--- config.mk ---
export PLATFORM = sky130hd
export DESIGN_NAME = timer_controller
export DESIGN_NICKNAME = d
export VERILOG_FILES = /design/src/rtl/timer_controller.sv
export SDC_FILE = /design/constraint.sdc
export NUM_CORES = 1
export LEC_CHECK = 0
export ABC_AREA = 1
export BUFFER_PORTS_ARGS = -buffer_cell sky130_fd_sc_hd__buf_2
export CAP_MARGIN = 20
export CORE_UTILIZATION = 60
export DETAILED_ROUTE_END_ITERATION = 10
export GPL_ROUTABILITY_DRIVEN = 0
export PLACE_DENSITY = 0.87
export SETUP_SLACK_MARGIN = 0.2
export SYNTH_ARGS = -nofsm -noshare
export SYNTH_HDL_FRONTEND = slang
export SYNTH_SLANG_ARGS = --single-unit
--- constraint.sdc ---
create_clock -name clockIn -period 3.49 [get_ports clockIn]
set_clock_uncertainty 0.05 [all_clocks]
set_input_delay 0.5235 -clock clockIn [delete_from_list [all_inputs] [get_ports clockIn]]
set_output_delay 0.5235 -clock clockIn [all_outputs]
set_load 0.05 [all_outputs]
--- src/rtl/timer_controller.sv ---
// timer_controller: countdown timer sequencer (IDLE/RUN/PAUSE/ALARM); TIMER_CTRL_DEBOUNCE_EN adds button debounce
module timer_controller #(
  parameter int TICK_HZ     = 100,
  parameter int BUZZ_TICKS  = 300,
  parameter int BLINK_TICKS = 50,
  parameter int DB_CYCLES   = 250000
) (
  input  logic        clockIn,
  input  logic        resetN,
  input  logic        tick,
  input  logic        toneClk,
  input  logic        button0,
  input  logic        button1,
  input  logic [9:0]  switches,
  output logic [19:0] value,
  output logic        running,
  output logic        expired,
  output logic        blink,
  output logic        buzzer
);
  localparam int AW = $clog2(BUZZ_TICKS + 1);
  localparam int BW = $clog2(BLINK_TICKS + 1);
  if (TICK_HZ < 1 || BUZZ_TICKS < 1 || BLINK_TICKS < 1 || DB_CYCLES < 1) begin : g_bad_param
    $error("timer_controller: all parameters must be >= 1");
  end
  typedef enum logic [1:0] {IDLE, RUN, PAUSE, ALARM} state_t;
  state_t state_q, state_d;
  logic [1:0] pins, lvl, press, prev_q, prev_d;
  logic [1:0][1:0] sync_q, sync_d;
  logic start, load;
  logic [19:0] value_q, value_d, preset;
  logic [AW-1:0] alarm_q, alarm_d;
  logic [BW-1:0] bcnt_q, bcnt_d;
  logic blink_q, blink_d, running_q, running_d, expired_q, expired_d;
  assign pins   = {button1, button0};
  assign press  = prev_q & ~lvl;
  assign start  = press[0];
  assign load   = press[1];
  assign preset = 20'(switches) * 20'(TICK_HZ);
  // two-flop synchronizers and previous-level capture for falling-edge detection
  always_comb begin
    for (int i = 0; i < 2; i++) sync_d[i] = {sync_q[i][0], pins[i]};
    prev_d = lvl;
  end
  // synchronizer and edge-detect registers; released (high) level after reset
  always_ff @(posedge clockIn) begin
    if (!resetN) begin
      sync_q <= '1;
      prev_q <= '1;
    end else begin
      sync_q <= sync_d;
      prev_q <= prev_d;
    end
  end
`ifdef TIMER_CTRL_DEBOUNCE_EN
  localparam int DW = $clog2(DB_CYCLES + 1);
  logic [1:0][DW-1:0] cnt_q, cnt_d;
  logic [1:0] db_q, db_d;
  assign lvl = db_q;
  // debounced level flips only after DB_CYCLES consecutive disagreeing samples
  always_comb begin
    cnt_d = cnt_q;
    db_d  = db_q;
    for (int i = 0; i < 2; i++) begin
      cnt_d[i] = (sync_q[i][1] == db_q[i]) ? '0 : cnt_q[i] + 1'b1;
      if (cnt_d[i] == DW'(DB_CYCLES)) begin
        cnt_d[i] = '0;
        db_d[i]  = ~db_q[i];
      end
    end
  end
  // debounce counters and debounced levels
  always_ff @(posedge clockIn) begin
    if (!resetN) begin
      cnt_q <= '0;
      db_q  <= '1;
    end else begin
      cnt_q <= cnt_d;
      db_q  <= db_d;
    end
  end
`else
  assign lvl = {sync_q[1][1], sync_q[0][1]};
`endif
  // next state, remaining time and alarm/blink sequencing; load beats start, expiry beats pause
  always_comb begin
    state_d = state_q;
    value_d = value_q;
    alarm_d = alarm_q;
    bcnt_d  = bcnt_q;
    blink_d = blink_q;
    case (state_q)
      IDLE: begin
        if (load) value_d = preset;
        else if (start && value_q != '0) state_d = RUN;
      end
      RUN: begin
        if (load) begin
          state_d = IDLE;
          value_d = preset;
        end else begin
          if (tick && value_q != '0) value_d = value_q - 1'b1;
          state_d = (tick && value_q == 20'd1) ? ALARM : start ? PAUSE : RUN;
        end
      end
      PAUSE: begin
        if (load) begin
          state_d = IDLE;
          value_d = preset;
        end else if (start) state_d = RUN;
      end
      ALARM: begin
        if (load) begin
          state_d = IDLE;
          value_d = preset;
        end else if (start) begin
          state_d = IDLE;
          value_d = '0;
        end else if (tick) begin
          alarm_d = alarm_q + 1'b1;
          bcnt_d  = (bcnt_q == BW'(BLINK_TICKS - 1)) ? '0 : bcnt_q + 1'b1;
          blink_d = (bcnt_q == BW'(BLINK_TICKS - 1)) ? ~blink_q : blink_q;
          if (alarm_q == AW'(BUZZ_TICKS - 1)) state_d = IDLE;
        end
      end
      default: state_d = IDLE;
    endcase
    if (state_d != ALARM || state_q != ALARM) begin
      alarm_d = '0;
      bcnt_d  = '0;
      blink_d = (state_d == ALARM);
    end
    running_d = (state_d == RUN);
    expired_d = (state_d == ALARM);
  end
  // state register
  always_ff @(posedge clockIn) begin
    if (!resetN) state_q <= IDLE;
    else state_q <= state_d;
  end
  // datapath and registered status outputs
  always_ff @(posedge clockIn) begin
    if (!resetN) begin
      value_q   <= '0;
      alarm_q   <= '0;
      bcnt_q    <= '0;
      blink_q   <= 1'b0;
      running_q <= 1'b0;
      expired_q <= 1'b0;
    end else begin
      value_q   <= value_d;
      alarm_q   <= alarm_d;
      bcnt_q    <= bcnt_d;
      blink_q   <= blink_d;
      running_q <= running_d;
      expired_q <= expired_d;
    end
  end
  assign value   = value_q;
  assign running = running_q;
  assign expired = expired_q;
  assign blink   = blink_q;
  assign buzzer  = toneClk & expired_q;
endmodule

# After elaboration in Yosys (flattened, before gate mapping)
# Cells that the tools add are included.
[word_totals] ff_bits=46 in_bits=16 out_inout_bits=24 word_cells=75
[classes] addsub=3 n_mul=1 eq_ne=15 mux=25 bitwise=7 n_reduce_logical=14
[ops] op="$mux W20" count=5
[ops] op="$pmux W20 S3" count=1
[ops] op="$mux W2" count=11
[ops] op="$eq A20 B1 Y1 const B" count=1
[ops] op="$reduce_bool A20 Y1" count=1
[ops] op="$sub A20 B1 Y20 const B" count=1
[ops] op="$mul A10 B5 Y15 const B" count=1
[ops] op="$add A9 B1 Y9 const B" count=1
[ops] op="$eq A9 B9 Y1 const B" count=1
[ops] op="$pmux W2 S4" count=1
[ops] op="$add A6 B1 Y6 const B" count=1
[ops] op="$eq A2 B2 Y1 const B" count=3
[ops] op="$eq A6 B6 Y1 const B" count=1
[ops] op="$mux W1" count=6
[ops] op="$mux W6" count=1
[ops] op="$ne A2 B1 Y1 const B" count=3
[ops] op="$ne A3 B3 Y1 const B" count=2
[ops] op="$reduce_bool A2 Y1" count=3
[ops] op="$reduce_and A5 Y1" count=1
[ops] op="$eq A2 B1 Y1 const B" count=2
[ops] op="$ne A2 B2 Y1 const B" count=2
[ops] op="$not A1 Y1" count=4
[ops] op="$reduce_and A4 Y1" count=1
[ops] op="$reduce_or A2 Y1" count=2
[ops] op="other kinds (7)" count=9

# Depth between registers and ports, before layout
# Gate-level depths: netlist (run 1).
[depth] word_depth=10 mapped_depth=17 ltp_nobuf=17

# Worst setup path before layout (run 1)
# No wires, ideal clock.
[synth_path] kind="input-to-reg" startpoint="input port switches[3]" endpoint="register value_q[10] (netlist: value[10])" arrival_time_ps=2689 slack_ps=635 cell_stages=13 n_path_buf=0 path_cell_list="ha_1 > ha_1 > inv_1 > fa_1 > inv_1 > ha_1 > nand2_1 > nand3_1 > or2_2 > nand3_1 > nand2_1 > nor2_1 > nor2_1"
[synth_via] elab_chain_cells=3 elab_cells_between_ends=5 classes_between="mul (1); mux (4)"
[synth_lines] element="start: declaration" line="14" source="input logic [9:0] switches,"
[synth_lines] element="$mul A10 B5 Y15 *" line="39" source="assign preset = 20'(switches) * 20'(TICK_HZ);"
[synth_lines] element="$mux W20 (on tied branches)"
[synth_lines] element="$pmux W20 S3 *" line="92" source="case (state_q)"
[synth_lines] element="end signal: assignment" line="151" source="value_q <= value_d;"
[synth_lines] element="end: declaration" line="31" source="logic [19:0] value_q, value_d, preset;"
# Mark *: on every way between the ends. The rest lies on a longest branch, timed or not. The select of a mux whose other input is x is not followed.
# A chain may end at the register's enable or synchronous reset.

# Worst setup path after layout (run 1)
[layout_path] startpoint="input port switches[3]" endpoint="register value_q[11] (netlist: value[11])"
# Same word-level chain as after synthesis.

==> Flow_metrics.wiki, run 1 <==
{| class="wikitable"
! Metric !! Value
|-
| Count of flip-flops with a built-in enable after synthesis || 0
|-
| Area added between synthesis and finish || 8.98%
|-
| Clock slew at the register clock pins of the worst setup and hold paths || 0.09 ns
|-
| Global-route wire length before repair || 15,000 µm
|-
| Peak per-stage delay on the critical path || 0.49 ns
|-
| Slew at the pin with the worst max-slew slack || 0.643 ns
|-
| Shortest clock period the worst path allows after layout || 2.89 ns
|-
| Internal reg-to-reg setup slack || 1.40 ns
|-
| Violation count after the first detailed-route iteration || 287
|-
| Post-DRT Antenna Nets || 0
|-
| Die outline area || 6740 µm²
|-
| Top cell family by delay on the critical path || adder cells
|-
| Initial core utilization || 63.5%
|-
| Most common cell after layout, fill and taps aside || sky130_fd_sc_hd__nand2_1
|-
| Commonest non-fill, non-tap cells in the layout || sky130_fd_sc_hd__nand2_1, sky130_fd_sc_hd__inv_1, sky130_fd_sc_hd__nor2_1
|-
| Post-CTS Hold Buffers || 0
|-
| Number of setup buffers added after CTS || 0
|-
| CTS sink cnt || 46
|-
| Worst endpoint data arrival time || 3.03 ns
|-
| CTS Buf Count || 5
|-
| Post-route cell area || 4190 µm²
|-
| Critical path endpoint category || flop
|-
| Fillcell total || 545
|-
| Number of setup violations in the final report || 0
|-
| Input/output buffers || 39
|-
| Power density cells || 415 nW/µm²
|-
| Count of H-tree levels built during CTS || 2
|-
| Total nets after synthesis || 653
|-
| Fraction of synthesis flops using an asynchronous set or reset pin || 0%
|-
| Net total in the final layout || 690
|-
| Number of rows in the core area || 28
|-
| Vertical die dimension || 82.1 µm
|-
| Sequential Area || 921 µm²
|-
| Buffering stage count on the worst path with inverters included || 4
|-
| Library cell contributing the largest single delay on the critical path || sky130_fd_sc_hd__fa_1
|-
| TNS Setup || 0 ns
|-
| P_leak || 2.21 nW
|-
| All-Layer GR Usage || 28.6%
|-
| CTS root buffer || sky130_fd_sc_hd__clkbuf_8
|-
| RSZ-0062 raised after global routing || false
|-
| Inserted Diodes || 0
|-
| Critical Path, Cell by Cell || buf_2 > ha_1 > ha_1 > inv_1 > fa_1 > inv_1 > ha_1 > nand2_1 > inv_1 > nand3_1 > nand2_1 > nand2_1 > nand2_1 > nand2_1 > nand2_1 > nor2_1 > nor2_1 > nor2_1
|-
| CTS tree || done
|-
| Via/cell ratio || 5.42
|-
| Number of pins exceeding their max-slew limit in the final report || 0
|-
| Synth warnings || 0
|-
| HPWL Detailed || 7140 µm
|-
| Overall power of the completed layout || 1.74 mW
|-
| Number of failing hold endpoints at the final stage || 0
|-
| Final period utilization || 82.7%
|-
| Cell repeated most along the worst path || sky130_fd_sc_hd__nand2_1
|-
| Final routed wire length divided by cell count || 12.9 µm
|-
| Cells after Synth || 592
|-
| VDD IR max || 0.345 mV
|-
| # IOs || 40
|-
| Class of the most critical setup path || in -> reg
|-
| Maximum number of pins on one net before global-route repair || 26
|-
| Post-Synthesis Mean Instance Area || 6.50 µm²
|-
| Horizontal extent of the die || 82.1 µm
|-
| Data required time of the worst path || 3.64 ns
|-
| Status || finished clean
|-
| Multi-input gate area || 2530 µm²
|-
| Maxcap violations || 0
|-
| Total wire length || 9080 µm
|-
| DR pass1 iterations || 5
|-
| Area of the core || 6060 µm²
|-
| Maximum clock frequency || 0.347 GHz
|-
| Share of cells above drive strength 1 || 14.1%
|-
| Core utilization of the finished layout || 69.2%
|-
| Maximum fanout count along the critical path || 5
|-
| Worst min path class || in -> reg
|-
| Post-synthesis sequential element count || 46
|-
| Overall via count from detail_route || 3,819
|-
| PostCTS Resize Cnt || 0
|-
| Most common flop cell mapped by yosys || sky130_fd_sc_hd__dfxtp_1
|-
| Yosys cell types || 34
|-
| Via count of the first global-routing pass || 3,471
|-
| Global route overflow || 0
|-
| Type of origin of the critical path || primary input
|-
| CTS Buffer Depth || 2
|-
| Antenna violations before repair || 0
|-
| Part of the Yosys area used for sequential elements || 23.9%
|-
| Synthesized area || 3850 µm²
|-
| Clock Latency Late Sink || 0.30 ns
|-
| Total cell area at the placement stage || 4080 µm²
|-
| Worst slew margin || 57.0%
|-
| Remaining design rule violation count || 0
|}
## cell type report
| type | count | share of cell area, % |
|---|---|---|
| Clock inverter | 3 | 1.07 |
| Timing Repair Buffer | 39 | 4.66 |
| Sequential cell | 46 | 22.0 |
| Clock buffer | 5 | 1.64 |
| Inverter | 91 | 8.18 |
| Multi-Input combinational cell | 446 | 60.3 |
| Tap cell | 75 | 2.24 |
## cells by family after synthesis
group / Yosys count / synth area share (%)
adders and majority gates: 45 / 15.6
and+or+nand+nor: 330 / 38.1
DFF: 46 / 23.9
buffers and inverters: 100 / 10.4
AOI/OAI and AO/OA: 54 / 8.10
xor gates and xnor gates: 17 / 3.87
## power by group
group          internal, mW  leakage [nW]  switching [mW]
clock                 0.213        0.0504           0.189
sequential            0.548         0.374          0.0312
combinational         0.254          1.79           0.505
## synthesized netlist by cell type, types with 2 or more instances
library cell | instances | area share, %
sky130_fd_sc_hd__xnor2_1 | 5 | 1.1
sky130_fd_sc_hd__nor3_1 | 7 | 0.91
sky130_fd_sc_hd__a21oi_1 | 21 | 2.7
sky130_fd_sc_hd__nand2_4 | 2 | 0.59
sky130_fd_sc_hd__nor2_2 | 9 | 1.5
sky130_fd_sc_hd__nor4_1 | 2 | 0.33
sky130_fd_sc_hd__nor2_1 | 80 | 7.8
sky130_fd_sc_hd__inv_2 | 3 | 0.29
sky130_fd_sc_hd__nand3_2 | 2 | 0.52
sky130_fd_sc_hd__dfxtp_1 | 46 | 24
sky130_fd_sc_hd__nand3_1 | 39 | 5.1
sky130_fd_sc_hd__nor2_4 | 3 | 0.88
sky130_fd_sc_hd__ha_1 | 40 | 13
sky130_fd_sc_hd__nand2_1 | 156 | 15
sky130_fd_sc_hd__fa_1 | 5 | 2.6
sky130_fd_sc_hd__nand3b_1 | 5 | 0.98
sky130_fd_sc_hd__clkbuf_1 | 5 | 0.49
sky130_fd_sc_hd__nand2_2 | 8 | 1.3
sky130_fd_sc_hd__buf_6 | 3 | 0.88
sky130_fd_sc_hd__nand4_1 | 7 | 1.1
sky130_fd_sc_hd__inv_1 | 87 | 8.5
sky130_fd_sc_hd__xor2_1 | 12 | 2.7
sky130_fd_sc_hd__a21oi_2 | 4 | 0.91
sky130_fd_sc_hd__or2_2 | 6 | 0.98
sky130_fd_sc_hd__o21ai_0 | 26 | 3.4
## through the flow
step                cells  hold WS (ns)  setup slack, ns
floorplan             592         0.343            0.635
global placement      697         0.345            0.412
detailed placement    697         0.356            0.311
CTS                   705         0.361            0.617
global route          705         0.359            0.430
finish                705         0.360            0.605
## sequential cells by signal, summed over array words and instances (netlist names)
register,flops
expired,1
lvl,2
value,20
sync_d,2
blink,1
running,1
prev_q,2
state_q,2
bcnt_q,6
alarm_q,9
## path summary, 6_finish.rpt
kind | startpoint | depth (start not counted) | to
hold / removal | button1 | 2 | sync_d[3]$_SDFF_PN1_
hold reg to reg | sync_d[1]$_SDFF_PN1_ | 1 | lvl[0]$_SDFF_PN1_
setup / recovery | switches[3] | 18 | value[11]$_SDFFE_PN0P_
setup reg to reg | lvl[1]$_SDFF_PN1_ | 7 | bcnt_q[2]$_SDFFE_PP0P_
## metal layers
layer	up-vias	part of all wire (%)	track usage, %
li1	1924	-	-
met1	1718	43	34.8
met2	150	47	49.6
met3	27	6.7	5.22
met4	0	2.9	11.1
met5	-	0	0
Power figures use the tool's default switching activity.
==> run 2: changes to the inputs <==
ABC_AREA = 0   (was 1)
CORE_UTILIZATION = 53   (was 60)
PLACE_DENSITY = 0.83   (was 0.87)
clock period = 2.42 ns   (was 3.49 ns; I/O delays follow)
==> Flow_metrics.wiki, run 2 <==
{| class="wikitable"
! Metric !! Value
|-
| Status || complete, but fails checks
|-
| Violations in the final reports || setup timing
|-
| Class of the most critical setup path || in -> reg
|-
| Final period utilization || 110%
|-
| Most common cell after layout, fill and taps aside || sky130_fd_sc_hd__buf_4
|-
| CTS Buf Count || 5 (unchanged)
|-
| Via/cell ratio || 6.18 (+14%)
|-
| DR pass1 iterations || 5 (unchanged)
|-
| Antenna violations before repair || 0 (unchanged)
|-
| # IOs || 40 (unchanged)
|-
| Clock Latency Late Sink || 0.31 ns (about the same)
|-
| CTS sink cnt || 46 (unchanged)
|-
| Worst slew margin || 60.3% (+3.3 points)
|-
| Flip-flop count of the largest register, all copies and words added || 20 (unchanged)
|-
| Power density cells || 673 nW/µm² (+62%)
|-
| Count of H-tree levels built during CTS || 2 (unchanged)
|-
| Vertical die dimension || 80.9 µm (-1.4%)
|-
| Fraction of synthesis flops using an asynchronous set or reset pin || 0% (unchanged)
|-
| Shortest clock period the worst path allows after layout || 2.66 ns
|-
| Placed insts || 534 (-23%)
|-
| Net total in the final layout || 539 (-22%)
|-
| Via count of the first global-routing pass || 3,072 (-11%)
|-
| Number of setup violations in the final report || 6 (+6)
|-
| Worst endpoint data arrival time || 2.81 ns (-0.22 ns)
|-
| Post-layout worst setup margin || -0.242 ns (-0.847 ns)
|-
| Most common flop cell mapped by yosys || sky130_fd_sc_hd__dfxtp_1
|-
| Post-synthesis sequential element count || 46 (unchanged)
|-
| Remaining design rule violation count || 0 (unchanged)
|-
| Data required time of the worst path || 2.56 ns (-1.08 ns)
|-
| Synth warnings || 0 (unchanged)
|-
| Violation count after the first detailed-route iteration || 294 (+2.4%)
|-
| P_leak || 1.88 nW (-15%)
|-
| Slew at the pin with the worst max-slew slack || 0.590 ns (-0.0529 ns)
|-
| Maximum number of pins on one net before global-route repair || 18 (-31%)
|-
| Type of origin of the critical path || primary input
|-
| Die outline area || 6540 µm² (-2.8%)
|-
| Yosys cell types || 52 (+53%)
|-
| Maximum fanout count along the critical path || 4 (-1)
|-
| Fillcell total || 391 (-28%)
|-
| Horizontal extent of the die || 80.9 µm (-1.4%)
|-
| Most used standard cell by instance count after synthesis || sky130_fd_sc_hd__dfxtp_1
|-
| Synth area leader || sky130_fd_sc_hd__dfxtp_1
|-
| VDD IR max || 0.624 mV (+81%)
|-
| Area added between synthesis and finish || 33.9%
|-
| Worst min path class || in -> reg
|-
| HPWL Detailed || 6370 µm (-11%)
|-
| Commonest non-fill, non-tap cells in the layout || sky130_fd_sc_hd__buf_4, sky130_fd_sc_hd__dfxtp_1, sky130_fd_sc_hd__buf_2
|-
| RSZ-0062 raised after global routing || true
|-
| Minimum hold slack || 0.186 ns (-0.174 ns)
|-
| Post-layout instance count excluding filler cells || 554 (-21%)
|-
| Count of flip-flops with a built-in enable after synthesis || 0 (unchanged)
|-
| Input/output buffers || 39 (unchanged)
|-
| Clock slew at the register clock pins of the worst setup and hold paths || 0.09 ns (about the same)
|-
| Maximum clock frequency || 0.376 GHz
|-
| Final routed wire length divided by cell count || 16.9 µm (+32%)
|-
| Global-route wire length before repair || 14,500 µm (-3.0%)
|-
| Initial core utilization || 55.4% (-8.1 points)
|-
| Total nets after synthesis || 460 (-30%)
|-
| Critical path endpoint category || flop
|-
| CTS root buffer || sky130_fd_sc_hd__clkbuf_8
|-
| Overall via count from detail_route || 3,422 (-10%)
|-
| Number of rows in the core area || 28 (unchanged)
|-
| CTS Buffer Depth || 2 (unchanged)
|-
| Placement-stage worst setup slack || -0.661 ns (-0.973 ns)
|-
| Total wire length || 9390 µm (+3.5%)
|-
| Most common library cells after synthesis || sky130_fd_sc_hd__dfxtp_1, sky130_fd_sc_hd__ha_1, sky130_fd_sc_hd__a21oi_1
|-
| Synthesized area || 3300 µm² (-14%)
|-
| Top post-synthesis cells by area || sky130_fd_sc_hd__dfxtp_1, sky130_fd_sc_hd__ha_1, sky130_fd_sc_hd__a21oi_1, sky130_fd_sc_hd__xor2_1, sky130_fd_sc_hd__inv_1
|-
| Post-DRT Antenna Nets || 0 (unchanged)
|-
| Post-Synthesis Mean Instance Area || 8.27 µm² (+27%)
|-
| Number of failing hold endpoints at the final stage || 0 (unchanged)
|-
| Area share of the largest cell type after synthesis || 27.9% (+4.0 points)
|-
| Area of the core || 5960 µm² (-1.7%)
|-
| Global route overflow || 0 (unchanged)
|-
| TNS Setup || -1.22 ns (-1.22 ns)
|-
| Maxcap violations || 0 (unchanged)
|-
| Cells after Synth || 399 (-33%)
|-
| Post-CTS Hold Buffers || 0 (unchanged)
|-
| Part of the Yosys area used for sequential elements || 27.9% (+4.0 points)
|-
| Inserted Diodes || 0 (unchanged)
|-
| Share of cells above drive strength 1 || 33.6% (+19 points)
|-
| Number of pins exceeding their max-slew limit in the final report || 0 (unchanged)
|-
| CTS tree || done
|-
| All-Layer GR Usage || 28.4% (-0.26 points)
|}
==> run 2: where the power goes <==
| part | total (mW) | internal, mW | switching, mW | leakage [nW] |
|---|---|---|---|---|
| Clock | 0.502 | 0.209 | 0.293 | 0.0447 |
| Combinational | 1.62 | 0.738 | 0.883 | 1.46 |
| Sequential | 0.849 | 0.796 | 0.0530 | 0.379 |
| Total | 2.97 | 1.74 | 1.23 | 1.88 |
==> run 2: cell families (layout without fill, tap and decap cells) <==
group | count (synthesis) | after routing | synth area share (%)
and+or+nand+nor | 149 | 149 | 25.3
AOI/OAI and AO/OA | 94 | 94 | 17.6
DFF | 46 | 46 | 27.9
adders and majority gates | 45 | 45 | 18.2
buffers and inverters | 42 | 122 | 4.89
xor gates and xnor gates | 23 | 23 | 6.11
==> run 2: path summary, 6_finish.rpt <==
path / end / cells after the start / slack (ns) / startpoint
setup / recovery: value[16]$_SDFFE_PN0P_ / 13 / -0.24 / switches[3]
hold / removal: sync_d[1]$_SDFF_PN1_ / 2 / 0.19 / button0
setup reg to reg: value[14]$_SDFFE_PN0P_ / 7 / 0.12 / value[7]$_SDFFE_PN0P_
hold reg to reg: lvl[0]$_SDFF_PN1_ / 1 / 0.37 / sync_d[1]$_SDFF_PN1_
==> run 2: cell type report <==
type / instances / area, µm² / area share, %
clock buffer: 5 / 68.8 / 1.56
tap: 75 / 93.8 / 2.12
clock inverter: 3 / 25.0 / 0.566
sequential: 46 / 950 / 21.5
inverter: 27 / 101 / 2.29
timing repair buffer: 87 / 611 / 13.8
multi-input combinational: 311 / 2570 / 58.2
==> run 2: what timing repair did <==
item                       in CTS  in global routing
pin swaps                      35                 33
setup endpoints to repair      13                 20
buffers inserted                7                  4
resized for setup              30                 27
cloned                          0                  1
==> run 2: stage by stage <==
stage | cell area [µm²] | util (%) | total power [mW]
6_report | 4420 | 74.2 | 2.97
4_1_cts | 4260 | 71.6 | 2.81
3_5_place_dp | 3980 | 66.8 | 2.20
2_1_floorplan | 3470 | - | 1.79
5_1_grt | 4420 | 74.2 | 3.13
3_3_place_gp | 3980 | 66.8 | 2.16
==> run 2: worst max-delay path, cell delays in order <==
cell	delay, ns
sky130_fd_sc_hd__buf_8	0.11
sky130_fd_sc_hd__ha_4	0.24
sky130_fd_sc_hd__ha_4	0.26
sky130_fd_sc_hd__inv_2	0.03
sky130_fd_sc_hd__fa_1	0.48
sky130_fd_sc_hd__inv_2	0.04
sky130_fd_sc_hd__ha_4	0.22
sky130_fd_sc_hd__o211a_1	0.26
sky130_fd_sc_hd__o31ai_4	0.08
sky130_fd_sc_hd__a21oi_2	0.11
sky130_fd_sc_hd__or3_4	0.39
sky130_fd_sc_hd__a21oi_2	0.16
sky130_fd_sc_hd__o31ai_2	0.06
==> run 2: metal layers <==
metal,vias up,global-route usage (%),part of all wire (%)
met3,21,3.82,6.5
met1,1648,36.7,43
met4,0,7.14,1.6
met2,161,49.4,49
li1,1592,-,-
met5,-,0,0
==> run 3: changes to the inputs <==
CELL_PAD_IN_SITES_DETAIL_PLACEMENT = 1   (was not set)
CELL_PAD_IN_SITES_GLOBAL_PLACEMENT = 2   (was not set)
CORE_UTILIZATION = 32   (was 53)
==> Flow_metrics.wiki, run 3 (same netlist as run 2, synthesis figures left out) <==
{| class="wikitable"
! Metric !! Value
|-
| Status || complete, but fails checks
|-
| Violations in the final reports || setup timing
|-
| Total wire length || 10,300 µm (+9.8%)
|-
| VDD IR max || 0.319 mV (-49%)
|-
| CTS sink cnt || 46 (unchanged)
|-
| Area of the core || 9860 µm² (+66%)
|-
| Inserted Diodes || 0 (unchanged)
|-
| Slew at the pin with the worst max-slew slack || 0.519 ns (-0.0714 ns)
|-
| Cell count of the worst hold path || 2 (unchanged)
|-
| Count of H-tree levels built during CTS || 2 (unchanged)
|-
| CTS tree || done
|-
| Post-layout worst setup margin || -0.240 ns (+0.00268 ns)
|-
| Most common cell after layout, fill and taps aside || sky130_fd_sc_hd__buf_4
|-
| HPWL Detailed || 7920 µm (+24%)
|-
| Post-DRT Antenna Nets || 0 (unchanged)
|-
| Capture point of the worst reg-to-reg path || value[15]$_SDFFE_PN0P_
|-
| Launch point of the critical path || switches[4]
|-
| Top cell family by delay on the critical path || adder cells
|-
| Vertical die dimension || 104 µm (+28%)
|-
| Internal reg-to-reg setup slack || 0.19 ns (+0.07 ns)
|-
| DR pass1 iterations || 4 (-1)
|-
| Final period utilization || 110% (-0.11 points)
|-
| Input/output buffers || 39 (unchanged)
|-
| Post-CTS Hold Buffers || 0 (unchanged)
|-
| Worst endpoint data arrival time || 2.85 ns (+0.04 ns)
|-
| Fillcell total || 1,171 (+200%)
|-
| Maximum clock frequency || 0.376 GHz (+0.10%)
|-
| Maximum number of pins on one net before global-route repair || 16 (-2)
|-
| Critical path endpoint category || flop
|-
| Shortest clock period the worst path allows after layout || 2.66 ns (-0.00268 ns)
|-
| Violation count after the first detailed-route iteration || 88 (-70%)
|-
| Clock slew at the register clock pins of the worst setup and hold paths || 0.09 ns (about the same)
|-
| Worst slew margin || 65.1% (+4.8 points)
|-
| # IOs || 40 (unchanged)
|-
| FF-to-FF Start || value[2]$_SDFFE_PN0P_
|-
| Post-layout instance count excluding filler cells || 617 (+11%)
|-
| All-Layer GR Usage || 20.0% (-8.3 points)
|-
| Maxcap violations || 0 (unchanged)
|-
| CTS Buf Count || 5 (unchanged)
|-
| Number of pins exceeding their max-slew limit in the final report || 0 (unchanged)
|-
| Type of origin of the critical path || primary input
|-
| Number of rows in the core area || 36 (+29%)
|-
| RSZ-0062 raised after global routing || true
|-
| Net total in the final layout || 544 (+0.93%)
|-
| Buffering stage count on the worst path with inverters included || 4 (+1)
|-
| Number of cells traversed by the worst register-to-register path || 8 (+1)
|-
| Worst hold start || button1
|-
| Remaining design rule violation count || 0 (unchanged)
|-
| CTS Buffer Depth || 2 (unchanged)
|-
| Maximum fanout count along the critical path || 4 (unchanged)
|-
| Area added between synthesis and finish || 36.3%
|-
| Data required time of the worst path || 2.61 ns (+0.05 ns)
|-
| Worst min path class || in -> reg
|-
| Placed insts || 599 (+12%)
|-
| Final routed wire length divided by cell count || 16.7 µm (-1.4%)
|-
| Global-route wire length before repair || 17,300 µm (+19%)
|-
| Die outline area || 10,700 µm² (+64%)
|-
| Flip-flop count of the largest register, all copies and words added || 20 (unchanged)
|-
| Commonest non-fill, non-tap cells in the layout || sky130_fd_sc_hd__buf_4, sky130_fd_sc_hd__dfxtp_1, sky130_fd_sc_hd__buf_2
|-
| Share of cells above drive strength 1 || 34.5% (+0.89 points)
|-
| Placement-stage worst setup slack || -0.672 ns (-0.0110 ns)
|-
| Peak per-stage delay on the critical path || 0.52 ns (+0.04 ns)
|-
| Overall via count from detail_route || 3,284 (-4.0%)
|-
| Class of the most critical setup path || in -> reg
|-
| Antenna violations before repair || 0 (unchanged)
|-
| Critical Path, Cell by Cell || buf_8 > ha_4 > ha_4 > inv_2 > fa_1 > inv_2 > ha_4 > nand3_2 > o211ai_1 > a31oi_1 > buf_4 > xnor2_4 > a21oi_2 > o22ai_1
|-
| Library cell contributing the largest single delay on the critical path || sky130_fd_sc_hd__fa_1
|-
| Cell repeated most along the worst path || sky130_fd_sc_hd__ha_4
|-
| CTS root buffer || sky130_fd_sc_hd__clkbuf_8
|-
| Via/cell ratio || 5.32 (-14%)
|-
| Initial core utilization || 33.4% (-22 points)
|-
| P_leak || 1.92 nW (+1.8%)
|-
| Number of setup violations in the final report || 6 (unchanged)
|-
| Clock Latency Late Sink || 0.32 ns (about the same)
|-
| Power density cells || 674 nW/µm² (+0.13%)
|-
| Number of failing hold endpoints at the final stage || 0 (unchanged)
|-
| Via count of the first global-routing pass || 3,501 (+14%)
|-
| Global route overflow || 0 (unchanged)
|-
| Destination of the worst hold path || sync_d[3]$_SDFF_PN1_
|-
| Horizontal extent of the die || 104 µm (+28%)
|}
run 3: worst max-delay path by stage:
stage	to	slack [ns]	depth (start not counted)
after floorplan	value[16]$_SDFFE_PN0P_	-0.35	10
after global placement	value[16]$_SDFFE_PN0P_	-0.58	11
after detailed placement	value[14]$_SDFFE_PN0P_	-0.67	13
after CTS	value[13]$_SDFFE_PN0P_	-0.27	14
after global routing	value[13]$_SDFFE_PN0P_	-0.35	14
final	value[13]$_SDFFE_PN0P_	-0.24	14
run 3: routing by layer:
layer | track usage [%] | vias up | share of wire [%]
met1 | 25.3 | 1598 | 45
met5 | 0 | - | 0
li1 | - | 1605 | -
met3 | 2.89 | 14 | 3.6
met4 | 6.52 | 0 | 1.4
met2 | 34.9 | 67 | 50
run 3: area by class of cell:
type	instances	area, µm²	area share, %
Sequential cell	46	942	21.0
Clock buffer	5	68.8	1.53
Timing Repair Buffer	92	637	14.2
Inverter	27	101	2.25
Multi-Input combinational cell	311	2560	56.9
Tap cell	133	166	3.70
Clock inverter	3	20.0	0.445
run 3: report_power, final:
group | leakage (nW) | internal (mW) | switching [mW]
clock network | 0.0484 | 0.204 | 0.295
logic | 1.49 | 0.770 | 0.908
registers | 0.378 | 0.797 | 0.0538
run 3: through the flow:
step                utilization (%)  TNS (ns)  hold WS [ns]  total power [mW]  cell area, µm²
global route                   45.6     -1.60         0.201              3.23            4500
CTS                            44.6     -1.13         0.196              2.95            4400
global placement               41.6     -3.50         0.348              2.23            4100
finish                         45.6     -1.03         0.197              3.03            4500
detailed placement             41.6     -4.14         0.345              2.27            4100
floorplan                         -     -1.36         0.336              1.79            3470
run 3: what timing repair did:
action,CTS,global route
gates resized for setup,30,19
setup buffers,7,3
endpoints found under the setup margin,16,25
pin swaps,31,17
